[config.mk]
export PLATFORM = sky130hd
export DESIGN_NAME = mmio_interconnect_flat
export DESIGN_NICKNAME = d
export VERILOG_FILES = /design/src/rtl/mmio_interconnect_if.sv /design/src/rtl/mmio_interconnect.sv /design/src/flat_wrapper.sv
export SDC_FILE = /design/constraint.sdc
export NUM_CORES = 1
export LEC_CHECK = 0
export ABC_AREA = 1
export CORE_ASPECT_RATIO = 1.5
export CORE_MARGIN = 2
export CORE_UTILIZATION = 44
export CTS_BUF_LIST = sky130_fd_sc_hd__clkbuf_8
export CTS_CLUSTER_SIZE = 8
export DETAILED_ROUTE_END_ITERATION = 10
export GPL_ROUTABILITY_DRIVEN = 0
export GPL_TIMING_DRIVEN = 0
export PLACE_DENSITY_LB_ADDON = 0.25
export SYNTH_ARGS = -nofsm -noshare
export SYNTH_HDL_FRONTEND = slang
export SYNTH_SLANG_ARGS = --single-unit
[constraint.sdc]
create_clock -name clk -period 6 [get_ports clk]
set_clock_uncertainty 0.2 [all_clocks]
set_input_delay 0.6 -clock clk [delete_from_list [all_inputs] [get_ports clk]]
set_output_delay 0.6 -clock clk [all_outputs]
set_load 0.01 [all_outputs]
[src/rtl/mmio_interconnect_if.sv]
// ---------------------------------------------------------------------------
// mmio_interconnect_if
// Bundles the core-side request/response signals, the shared slave bus and
// the error-statistics outputs of mmio_interconnect.
//   slave  modport : the interconnect's view (answers core requests, drives
//                    the slave bus, reports error statistics).
//   master modport : the environment's view (core plus slave devices).
// Signals:
//   memread_i/memwrite_i/memaddr_i/memwdata_i : core request
//   memrdata_o/memready_o/memerr_o            : core response
//   slv_sel_o/slv_read_o/slv_write_o          : slave select and strobes
//   slv_addr_o/slv_wdata_o                    : latched address / write data
//   slv_rdata_i/slv_ready_i                   : per-slave read data / ready
//   err_count_o/err_addr_o                    : error statistics
// ---------------------------------------------------------------------------
interface mmio_interconnect_if #(
    parameter int WIDTH = 32,
    parameter int NSLV  = 4
);
    logic                  memread_i;
    logic                  memwrite_i;
    logic [WIDTH-1:0]      memaddr_i;
    logic [WIDTH-1:0]      memwdata_i;
    logic [WIDTH-1:0]      memrdata_o;
    logic                  memready_o;
    logic                  memerr_o;
    logic [NSLV-1:0]       slv_sel_o;
    logic                  slv_read_o;
    logic                  slv_write_o;
    logic [WIDTH-1:0]      slv_addr_o;
    logic [WIDTH-1:0]      slv_wdata_o;
    logic [NSLV*WIDTH-1:0] slv_rdata_i;
    logic [NSLV-1:0]       slv_ready_i;
    logic [7:0]            err_count_o;
    logic [WIDTH-1:0]      err_addr_o;

    modport slave (
        input  memread_i, memwrite_i, memaddr_i, memwdata_i,
        input  slv_rdata_i, slv_ready_i,
        output memrdata_o, memready_o, memerr_o,
        output slv_sel_o, slv_read_o, slv_write_o, slv_addr_o, slv_wdata_o,
        output err_count_o, err_addr_o
    );

    modport master (
        output memread_i, memwrite_i, memaddr_i, memwdata_i,
        output slv_rdata_i, slv_ready_i,
        input  memrdata_o, memready_o, memerr_o,
        input  slv_sel_o, slv_read_o, slv_write_o, slv_addr_o, slv_wdata_o,
        input  err_count_o, err_addr_o
    );
endinterface

[src/rtl/mmio_interconnect.sv]
// ---------------------------------------------------------------------------
// mmio_interconnect
// Memory-mapped interconnect between the core data port and NSLV slaves.
// The slave index is taken from addr[SEL_LSB +: SEL_BITS]; any address bit
// above that field being set, or an index >= NSLV, is a decode error.
// Each access runs IDLE -> ACCESS -> RESP (or IDLE -> RESP on decode error),
// with a TIMEOUT-bounded wait for the selected slave's ready. Errors return
// ERR_DATA on reads and update a saturating counter and last-error address.
// Ports:
//   clk : system clock
//   rst : asynchronous active-high reset
//   bus : mmio_interconnect_if.slave (core request/response, slave bus,
//         error statistics)
// ---------------------------------------------------------------------------
module mmio_interconnect #(
    parameter int               WIDTH    = 32,
    parameter int               NSLV     = 4,
    parameter int               SEL_LSB  = 12,
    parameter int               SEL_BITS = 2,
    parameter int               TIMEOUT  = 255,
    parameter logic [WIDTH-1:0] ERR_DATA = WIDTH'(32'hDEAD_BEEF)
) (
    input  logic                 clk,
    input  logic                 rst,
    mmio_interconnect_if.slave   bus
);

    localparam int CW = $clog2(TIMEOUT + 1);

    typedef enum logic [1:0] {IDLE, ACCESS, RESP} state_t;

    state_t              state;
    logic [CW-1:0]       cnt;
    logic                wr_q;
    logic [SEL_BITS-1:0] idx_q;

    logic [SEL_BITS-1:0] idx;
    logic [WIDTH-1:0]    upper;
    logic                dec_err;
    logic [NSLV-1:0]     onehot;
    logic                ready_sel;
    logic [WIDTH-1:0]    rdata_sel;
    logic [7:0]          err_inc;

    always_comb begin
        idx       = bus.memaddr_i[SEL_LSB +: SEL_BITS];
        upper     = bus.memaddr_i >> (SEL_LSB + SEL_BITS);
        dec_err   = (int'(idx) >= NSLV) || (upper != '0);
        onehot    = '0;
        ready_sel = 1'b0;
        rdata_sel = '0;
        // Select from the live request index; ready/rdata from the latched one.
        for (int unsigned k = 0; k < NSLV; k++) begin
            if (idx == SEL_BITS'(k)) onehot[k] = 1'b1;
            if (idx_q == SEL_BITS'(k)) begin
                ready_sel = bus.slv_ready_i[k];
                rdata_sel = bus.slv_rdata_i[k*WIDTH +: WIDTH];
            end
        end
        err_inc = (bus.err_count_o == 8'hFF) ? 8'hFF : bus.err_count_o + 8'd1;
    end

    always_ff @(posedge clk or posedge rst) begin
        if (rst) begin
            state           <= IDLE;
            cnt             <= '0;
            wr_q            <= 1'b0;
            idx_q           <= '0;
            bus.memrdata_o  <= '0;
            bus.memready_o  <= 1'b0;
            bus.memerr_o    <= 1'b0;
            bus.slv_sel_o   <= '0;
            bus.slv_read_o  <= 1'b0;
            bus.slv_write_o <= 1'b0;
            bus.slv_addr_o  <= '0;
            bus.slv_wdata_o <= '0;
            bus.err_count_o <= '0;
            bus.err_addr_o  <= '0;
        end else begin
            case (state)
                IDLE: begin
                    if (bus.memread_i || bus.memwrite_i) begin
                        bus.slv_addr_o  <= bus.memaddr_i;
                        bus.slv_wdata_o <= bus.memwdata_i;
                        wr_q            <= bus.memwrite_i;
                        idx_q           <= idx;
                        if (dec_err) begin
                            state           <= RESP;
                            bus.memready_o  <= 1'b1;
                            bus.memerr_o    <= 1'b1;
                            bus.memrdata_o  <= bus.memwrite_i ? '0 : ERR_DATA;
                            bus.err_count_o <= err_inc;
                            bus.err_addr_o  <= bus.memaddr_i;
                        end else begin
                            state           <= ACCESS;
                            cnt             <= '0;
                            bus.slv_sel_o   <= onehot;
                            bus.slv_read_o  <= ~bus.memwrite_i;
                            bus.slv_write_o <= bus.memwrite_i;
                        end
                    end
                end
                ACCESS: begin
                    // Ready wins over timeout in the final wait cycle.
                    if (ready_sel) begin
                        state           <= RESP;
                        bus.slv_sel_o   <= '0;
                        bus.slv_read_o  <= 1'b0;
                        bus.slv_write_o <= 1'b0;
                        bus.memready_o  <= 1'b1;
                        bus.memerr_o    <= 1'b0;
                        bus.memrdata_o  <= wr_q ? '0 : rdata_sel;
                    end else if (cnt == CW'(TIMEOUT)) begin
                        state           <= RESP;
                        bus.slv_sel_o   <= '0;
                        bus.slv_read_o  <= 1'b0;
                        bus.slv_write_o <= 1'b0;
                        bus.memready_o  <= 1'b1;
                        bus.memerr_o    <= 1'b1;
                        bus.memrdata_o  <= wr_q ? '0 : ERR_DATA;
                        bus.err_count_o <= err_inc;
                        bus.err_addr_o  <= bus.slv_addr_o;
                    end else begin
                        cnt <= cnt + 1'b1;
                    end
                end
                RESP: begin
                    state          <= IDLE;
                    bus.memready_o <= 1'b0;
                    bus.memerr_o   <= 1'b0;
                end
                default: state <= IDLE;
            endcase
        end
    end

endmodule

[src/flat_wrapper.sv]
// flat-port wrapper written by rule: the top's interface ports become plain ports
module mmio_interconnect_flat 
#(
    parameter int               WIDTH    = 32,
    parameter int               NSLV     = 4,
    parameter int               SEL_LSB  = 12,
    parameter int               SEL_BITS = 2,
    parameter int               TIMEOUT  = 255,
    parameter logic [WIDTH-1:0] ERR_DATA = WIDTH'(32'hDEAD_BEEF)
)
  (clk, rst, bus_memread_i, bus_memwrite_i, bus_memaddr_i, bus_memwdata_i, bus_slv_rdata_i, bus_slv_ready_i, bus_memrdata_o, bus_memready_o, bus_memerr_o, bus_slv_sel_o, bus_slv_read_o, bus_slv_write_o, bus_slv_addr_o, bus_slv_wdata_o, bus_err_count_o, bus_err_addr_o);
  mmio_interconnect_if #(.WIDTH(WIDTH), .NSLV(NSLV)) bus_i ();
  input  logic clk;
  input  logic rst;
  input wire logic [$bits(bus_i.memread_i)-1:0] bus_memread_i;
  input wire logic [$bits(bus_i.memwrite_i)-1:0] bus_memwrite_i;
  input wire logic [$bits(bus_i.memaddr_i)-1:0] bus_memaddr_i;
  input wire logic [$bits(bus_i.memwdata_i)-1:0] bus_memwdata_i;
  input wire logic [$bits(bus_i.slv_rdata_i)-1:0] bus_slv_rdata_i;
  input wire logic [$bits(bus_i.slv_ready_i)-1:0] bus_slv_ready_i;
  output wire logic [$bits(bus_i.memrdata_o)-1:0] bus_memrdata_o;
  output wire logic [$bits(bus_i.memready_o)-1:0] bus_memready_o;
  output wire logic [$bits(bus_i.memerr_o)-1:0] bus_memerr_o;
  output wire logic [$bits(bus_i.slv_sel_o)-1:0] bus_slv_sel_o;
  output wire logic [$bits(bus_i.slv_read_o)-1:0] bus_slv_read_o;
  output wire logic [$bits(bus_i.slv_write_o)-1:0] bus_slv_write_o;
  output wire logic [$bits(bus_i.slv_addr_o)-1:0] bus_slv_addr_o;
  output wire logic [$bits(bus_i.slv_wdata_o)-1:0] bus_slv_wdata_o;
  output wire logic [$bits(bus_i.err_count_o)-1:0] bus_err_count_o;
  output wire logic [$bits(bus_i.err_addr_o)-1:0] bus_err_addr_o;
  assign bus_i.memread_i = bus_memread_i;
  assign bus_i.memwrite_i = bus_memwrite_i;
  assign bus_i.memaddr_i = bus_memaddr_i;
  assign bus_i.memwdata_i = bus_memwdata_i;
  assign bus_i.slv_rdata_i = bus_slv_rdata_i;
  assign bus_i.slv_ready_i = bus_slv_ready_i;
  assign bus_memrdata_o = bus_i.memrdata_o;
  assign bus_memready_o = bus_i.memready_o;
  assign bus_memerr_o = bus_i.memerr_o;
  assign bus_slv_sel_o = bus_i.slv_sel_o;
  assign bus_slv_read_o = bus_i.slv_read_o;
  assign bus_slv_write_o = bus_i.slv_write_o;
  assign bus_slv_addr_o = bus_i.slv_addr_o;
  assign bus_slv_wdata_o = bus_i.slv_wdata_o;
  assign bus_err_count_o = bus_i.err_count_o;
  assign bus_err_addr_o = bus_i.err_addr_o;
  mmio_interconnect #(.WIDTH(WIDTH), .NSLV(NSLV), .SEL_LSB(SEL_LSB), .SEL_BITS(SEL_BITS), .TIMEOUT(TIMEOUT), .ERR_DATA(ERR_DATA)) u_core (.clk(clk), .rst(rst), .bus(bus_i));
endmodule
## Yosys cells after proc, flatten, opt, wreduce, memory -nomap -nowiden

Index checks and enable logic that the tools add are counted.

| cells by class | value |
|---|---|
| add/subtract/negate cells | 2 |
| eq/ne operators | 17 |
| mux-type cells | 61 |
| bitwise logic cells | 1 |
| reductions and logical operators | 14 |

Operator list:

| operator | count |
|---|---|
| 32-bit 2-to-1 mux | 15 |
| 32-bit case mux with 2 select lines | 2 |
| 8-bit 2-to-1 mux | 9 |
| 8-bit case mux with 2 select lines | 2 |
| 32-bit nonzero test | 1 |
| 1-bit 2-to-1 mux | 19 |
| 8-bit by 1-bit adder with 8-bit output (second input constant) | 2 |
| 8-bit equality test (second input constant) | 2 |
| 4-bit 2-to-1 mux | 4 |
| 4-bit AND reduction | 3 |
| 2-bit equality test (second input constant) | 5 |
| 5-bit AND reduction | 2 |
| 2-bit 2-to-1 mux | 4 |
| 4-bit case mux with 2 select lines | 1 |
| 2-bit by 1-bit equality test with 1-bit output (second input constant) | 3 |
| 2-bit zero test | 3 |
| 2-bit by 1-bit inequality test with 1-bit output (second input constant) | 3 |
| 2-bit inequality test (second input constant) | 3 |
| 1-bit case mux with 3 select lines | 2 |
| 1-bit case mux with 2 select lines | 2 |
| 2-bit case mux with 2 select lines | 1 |
| 2-bit AND reduction | 2 |
| 3-bit by 1-bit inequality test with 1-bit output (second input constant) | 1 |
| 3-bit nonzero test | 1 |
| other kinds (3) | 3 |

| storage, ports and cells | value |
|---|---|
| flip-flop bits (word level) | 157 |
| bits of input ports | 200 |
| output and inout port bits | 144 |
| logic and storage cells | 109 |

## Longest topological paths before layout

| logic depth | value |
|---|---|
| depth after elaboration | 8 |
| gate-level depth with buffers | 13 |

## Least setup slack after synthesis

Ideal clock, no wire load.

| path | value |
|---|---|
| kind | in2reg |
| start point | input bus_memwrite_i |
| end point | register u_core.bus.slv_addr_o[10] |
| setup time | 125 ps |
| arrival time | 1692 ps |
| path slack | 3983 ps |
| stages on the path | 5 |
| path through | or2_2 nand2_1 buf_2 buf_4 mux2_2 |

| on the way | value |
|---|---|
| cells in the longest elaborated chain, start to end | 2 |

RTL lines:

| item | line | source |
|---|---|---|
| start, declared | flat_wrapper.sv:16 | `input wire logic [$bits(bus_i.memwrite_i)-1:0] bus_memwrite_i;` |
| 1-bit logical OR | mmio_interconnect.sv:82 | `if (bus.memread_i \|\| bus.memwrite_i) begin` |
| 2-bit AND reduction (no line) | -- |  |
| end signal, assigned | mmio_interconnect.sv:83 | `bus.slv_addr_o <= bus.memaddr_i;` |
| end, declared | mmio_interconnect_if.sv:41 | `output slv_sel_o, slv_read_o, slv_write_o, slv_addr_o, slv_wdata_o,` |

Every way passes these cells.
A chain may end at the register's enable or synchronous reset.

## Worst setup path in the final report

| path | value |
|---|---|
| start point | register u_core.bus.slv_addr_o[13] |
| end point | output bus_slv_addr_o[13] |

RTL lines:

| item | line | source |
|---|---|---|
| end, declared | flat_wrapper.sv:27 | `output wire logic [$bits(bus_i.slv_addr_o)-1:0] bus_slv_addr_o;` |

No word-level cell between the ends.

==> Flow_metrics.wiki <==
{| class="wikitable"
! Metric !! Value
|-
| Sum of negative setup slack || 0 ns
|-
| I/O pin total || roughly 340
|-
| Top-area cell type share of the netlist area || 0.4880
|-
| Endpoint kind of the worst setup timing path || output port
|-
| Family of cells with the greatest summed delay on the critical path || buffers and inverters
|-
| Number of warnings reported in the yosys synthesis log || 0
|-
| Count of distinct cell types in the synthesized netlist || 35
|-
| Largest net degree at the start of global routing || 100
|-
| Relative slew slack || 0.4644
|-
| Count of maximum capacitance violations || 0
|-
| Top layer in use || met4
|-
| Area of the mapped netlist || between 7000 and 8000 µm²
|-
| Setup WS pre-CTS || around 3.1 ns
|-
| Maximum level of the CTS H-tree || 4
|-
| CTS resizes || 0
|-
| Most area-consuming cells after synthesis || dfrtp_1 (49%), nand2_1 (18%), mux2_2 (8.1%)
|-
| Sequential Area || about 3900 µm²
|-
| Slew at the pin closest to its max-slew limit || 0.8034 ns
|-
| Largest stage delay on the critical path || ~0.61 ns
|-
| Type of the worst setup path || register to output port
|-
| Fin crit period || between 2 and 2.5 ns
|-
| Setup-failing EPs final || 0
|-
| Number of sinks driven by the clock tree || between 150 and 200
|-
| Worst endpoint required time || roughly 5.2 ns
|-
| Drc violations || 0
|-
| Synth Net Count || around 1,200
|-
| Worst-Skew Late Latency || 0.45 ns
|-
| Total Power Consumption || approximately 6.1 mW
|-
| Routed length on met1 || 9.720 mm
|-
| Fin. Hold Viols || 0
|-
| Routed length per placed instance || between 15 and 20 µm
|-
| Post-Synthesis Cells || a little under 1,000
|-
| Starting DRC count in detailed routing || roughly 350
|-
| Most used standard cell by instance count after synthesis || nand2_1
|-
| Count of flip-flops with a built-in enable after synthesis || 0
|-
| Multi-input logic area || between 3000 and 4000 µm²
|-
| First-pass GRT wire length || approximately 41 mm
|-
| Routed length on met2 || around 14 mm
|-
| Core box area || between 15,000 and 20,000 µm²
|-
| Post-CTS Setup Bufs || 0
|-
| Vias in the first global route || a little over 8,000
|-
| Number of inserted filler cells in the final layout || ~1,500
|-
| Die area || roughly 19,000 µm²
|-
| Via-per-instance ratio || 5.060
|-
| Library cell occupying the most area in the post-synthesis netlist || dfrtp_1
|-
| Sequential share of the synthesized area || 0.4880
|-
| Leakage dissipation || 5.568 nW
|-
| Critical path buffer and inverter count || 1
|-
| Slowest cell on the critical path || clkdlybuf4s50_1
|-
| Syn-to-layout area delta || 52.23%
|-
| Type of the most critical hold path || register to register
|-
| Antenna Cells || 0
|-
| Maximum fanout along the worst path || 6
|-
| Routed wire length || 26.86 mm
|-
| Overall fraction of global-route tracks in use || 0.2780
|-
| Total via count in the routed design || 7,863
|-
| Share of the clock period used by the worst path || 0.4025
|-
| Worst setup path startpoint || u_core.bus.slv_addr_o[13]
|-
| Average cell area after synthesis || ~8.3 µm²
|-
| Unrepaired setup endpoints after global routing || no
|-
| Width of the die || about 110 µm
|-
| Maximum buffer depth of the clock tree || 2
|-
| Post-detailed-route count of antenna-violating nets || 0
|-
| Effective utilization at floorplan || 0.4468
|-
| PortBufs || ~340
|-
| Worst voltage drop across the vdd grid || 0.0002997 V
|-
| Highest attainable clock frequency || slightly above 400 MHz
|-
| Data arrival time of the critical path || between 1.5 and 2 ns
|-
| Worst flop-to-flop path startpoint || u_core.idx_q[0]
|-
| Layout Nets || ~1,500
|-
| # rows || 60
|-
| Start point of the worst hold path || u_core.bus.slv_sel_o[3]
|-
| Antenna violations before repair || 0
|-
| Commonest cells in the synthesized netlist || nand2_1 (377), dfrtp_1 (155), nor2_1 (61)
|-
| Post-CTS Hold Buffers || 0
|-
| Detail Route met3 WL || approximately 2.3 mm
|-
| Root buffer selected by CTS || clkbuf_8
|-
| CP startpoint kind || register
|-
| Status || finished, final reports clean
|-
| Count of final max-slew check failures || 0
|-
| Clock-pin slew on the worst setup and hold paths || 0.10 ns
|-
| Critical path cell sequence || clkdlybuf4s50_1
|-
| Clock buffer count from CTS || 17
|-
| Detailed Routing Iterations Pass 1 || 5
|-
| Yosys reg bits || 155
|-
| HPWL Detailed || between 20 and 25 mm
|-
| Post-synth ARST share || 1.000
|-
| Final setup slack of the worst path || ~3.6 ns
|-
| Share of final-layout standard cells stronger than drive strength 1 || 0.1129
|-
| CTS tree || yes
|-
| Final-layout worst hold slack || approximately 0.28 ns
|-
| Height of the die || about 170 µm
|-
| Total global routing overflow || 0
|-
| Primary FF master, synth || dfrtp_1
|-
| Power Dens Cells || roughly 510 nW/µm²
|}
-- per-stage QoR --
step,instances,utilization,area [µm²]
floorplan,961,-,7949
global placement,1521,0.6550,11650
detailed placement,1522,0.6570,11690
CTS,1554,0.6801,12100
global route,1554,0.6801,12100
finish,1554,0.6801,12100
-- final cells by class --
| type | count | share of cell area |
|---|---|---|
| sequential | 155 | 0.3205 |
| multi-input combinational | 704 | 0.2978 |
| timing repair buffer | 344 | 0.2860 |
| tap | 217 | 0.02244 |
| buffer | 48 | 0.02182 |
| clock buffer | 17 | 0.01934 |
| inverter | 54 | 0.01737 |
| clock inverter | 15 | 0.01468 |
-- sequential cells by signal, summed over array words and instances (netlist names), 2 cells and up --
register and count:
u_core.bus.slv_sel_o 4, u_core.bus.err_count_o 8, u_core.bus.slv_wdata_o 32, u_core.state 2, u_core.bus.slv_addr_o 31, u_core.cnt 8, u_core.bus.memrdata_o 32, u_core.bus.err_addr_o 32
-- worst paths after layout --
path / cells after the start / to / slack (ns)
max in group asynchronous: 3 / u_core.cnt[2] / 4.40
worst max register to register: 12 / u_core.bus.memrdata_o[19] / 3.70
worst min-delay path: 2 / u_core.bus.slv_sel_o[3] / 0.28
worst min register to register: 2 / u_core.bus.slv_sel_o[3] / 0.28
min in group asynchronous: 2 / u_core.bus.memrdata_o[9] / 0.36
worst max-delay path: 1 / bus_slv_addr_o[13] / 3.58
-- kinds of logic after synthesis --
logic type,after synthesis,synth area share
AOI/OAI and AO/OA,86,0.05572
muxes,82,0.1122
DFF,155,0.4880
buffers and inverters,102,0.05871
xor gates and xnor gates,8,0.008815
and+or+nand+nor,526,0.2734
adders and majority gates,2,0.003148
-- report_power, final --
| part | switching, mW | internal [mW] | leakage [nW] |
|---|---|---|---|
| sequential | 0.326 | 1.53 | 1.90 |
| clock | 0.455 | 0.387 | 0.211 |
| combinational | 1.77 | 1.65 | 3.46 |
| total | 2.55 | 3.57 | 5.57 |
-- per-layer routing --
layer / vias up / track usage
met2: 329 / 0.5184
met4: 0 / 0.1039
li1: 3795 / -
met5: - / 0
met3: 47 / 0.08987
met1: 3692 / 0.2861
-- layout by cell type, fill, tap and decap left out, types with 4 or more instances in the layout --
cell / n
a21oi_1: 4
buf_2: 19
buf_4: 14
clkbuf_1: 13
clkbuf_8: 17
clkdlybuf4s50_1: 343
dfrtp_1: 155
inv_1: 47
inv_2: 7
inv_6: 4
inv_8: 5
mux2_2: 57
mux2i_1: 25
nand2_1: 377
nand3_1: 59
nor2_1: 61
nor3b_1: 4
o21ai_0: 36
o21ai_1: 41
or2_2: 7
xor2_1: 5
(Power assumes the default switching activity.)
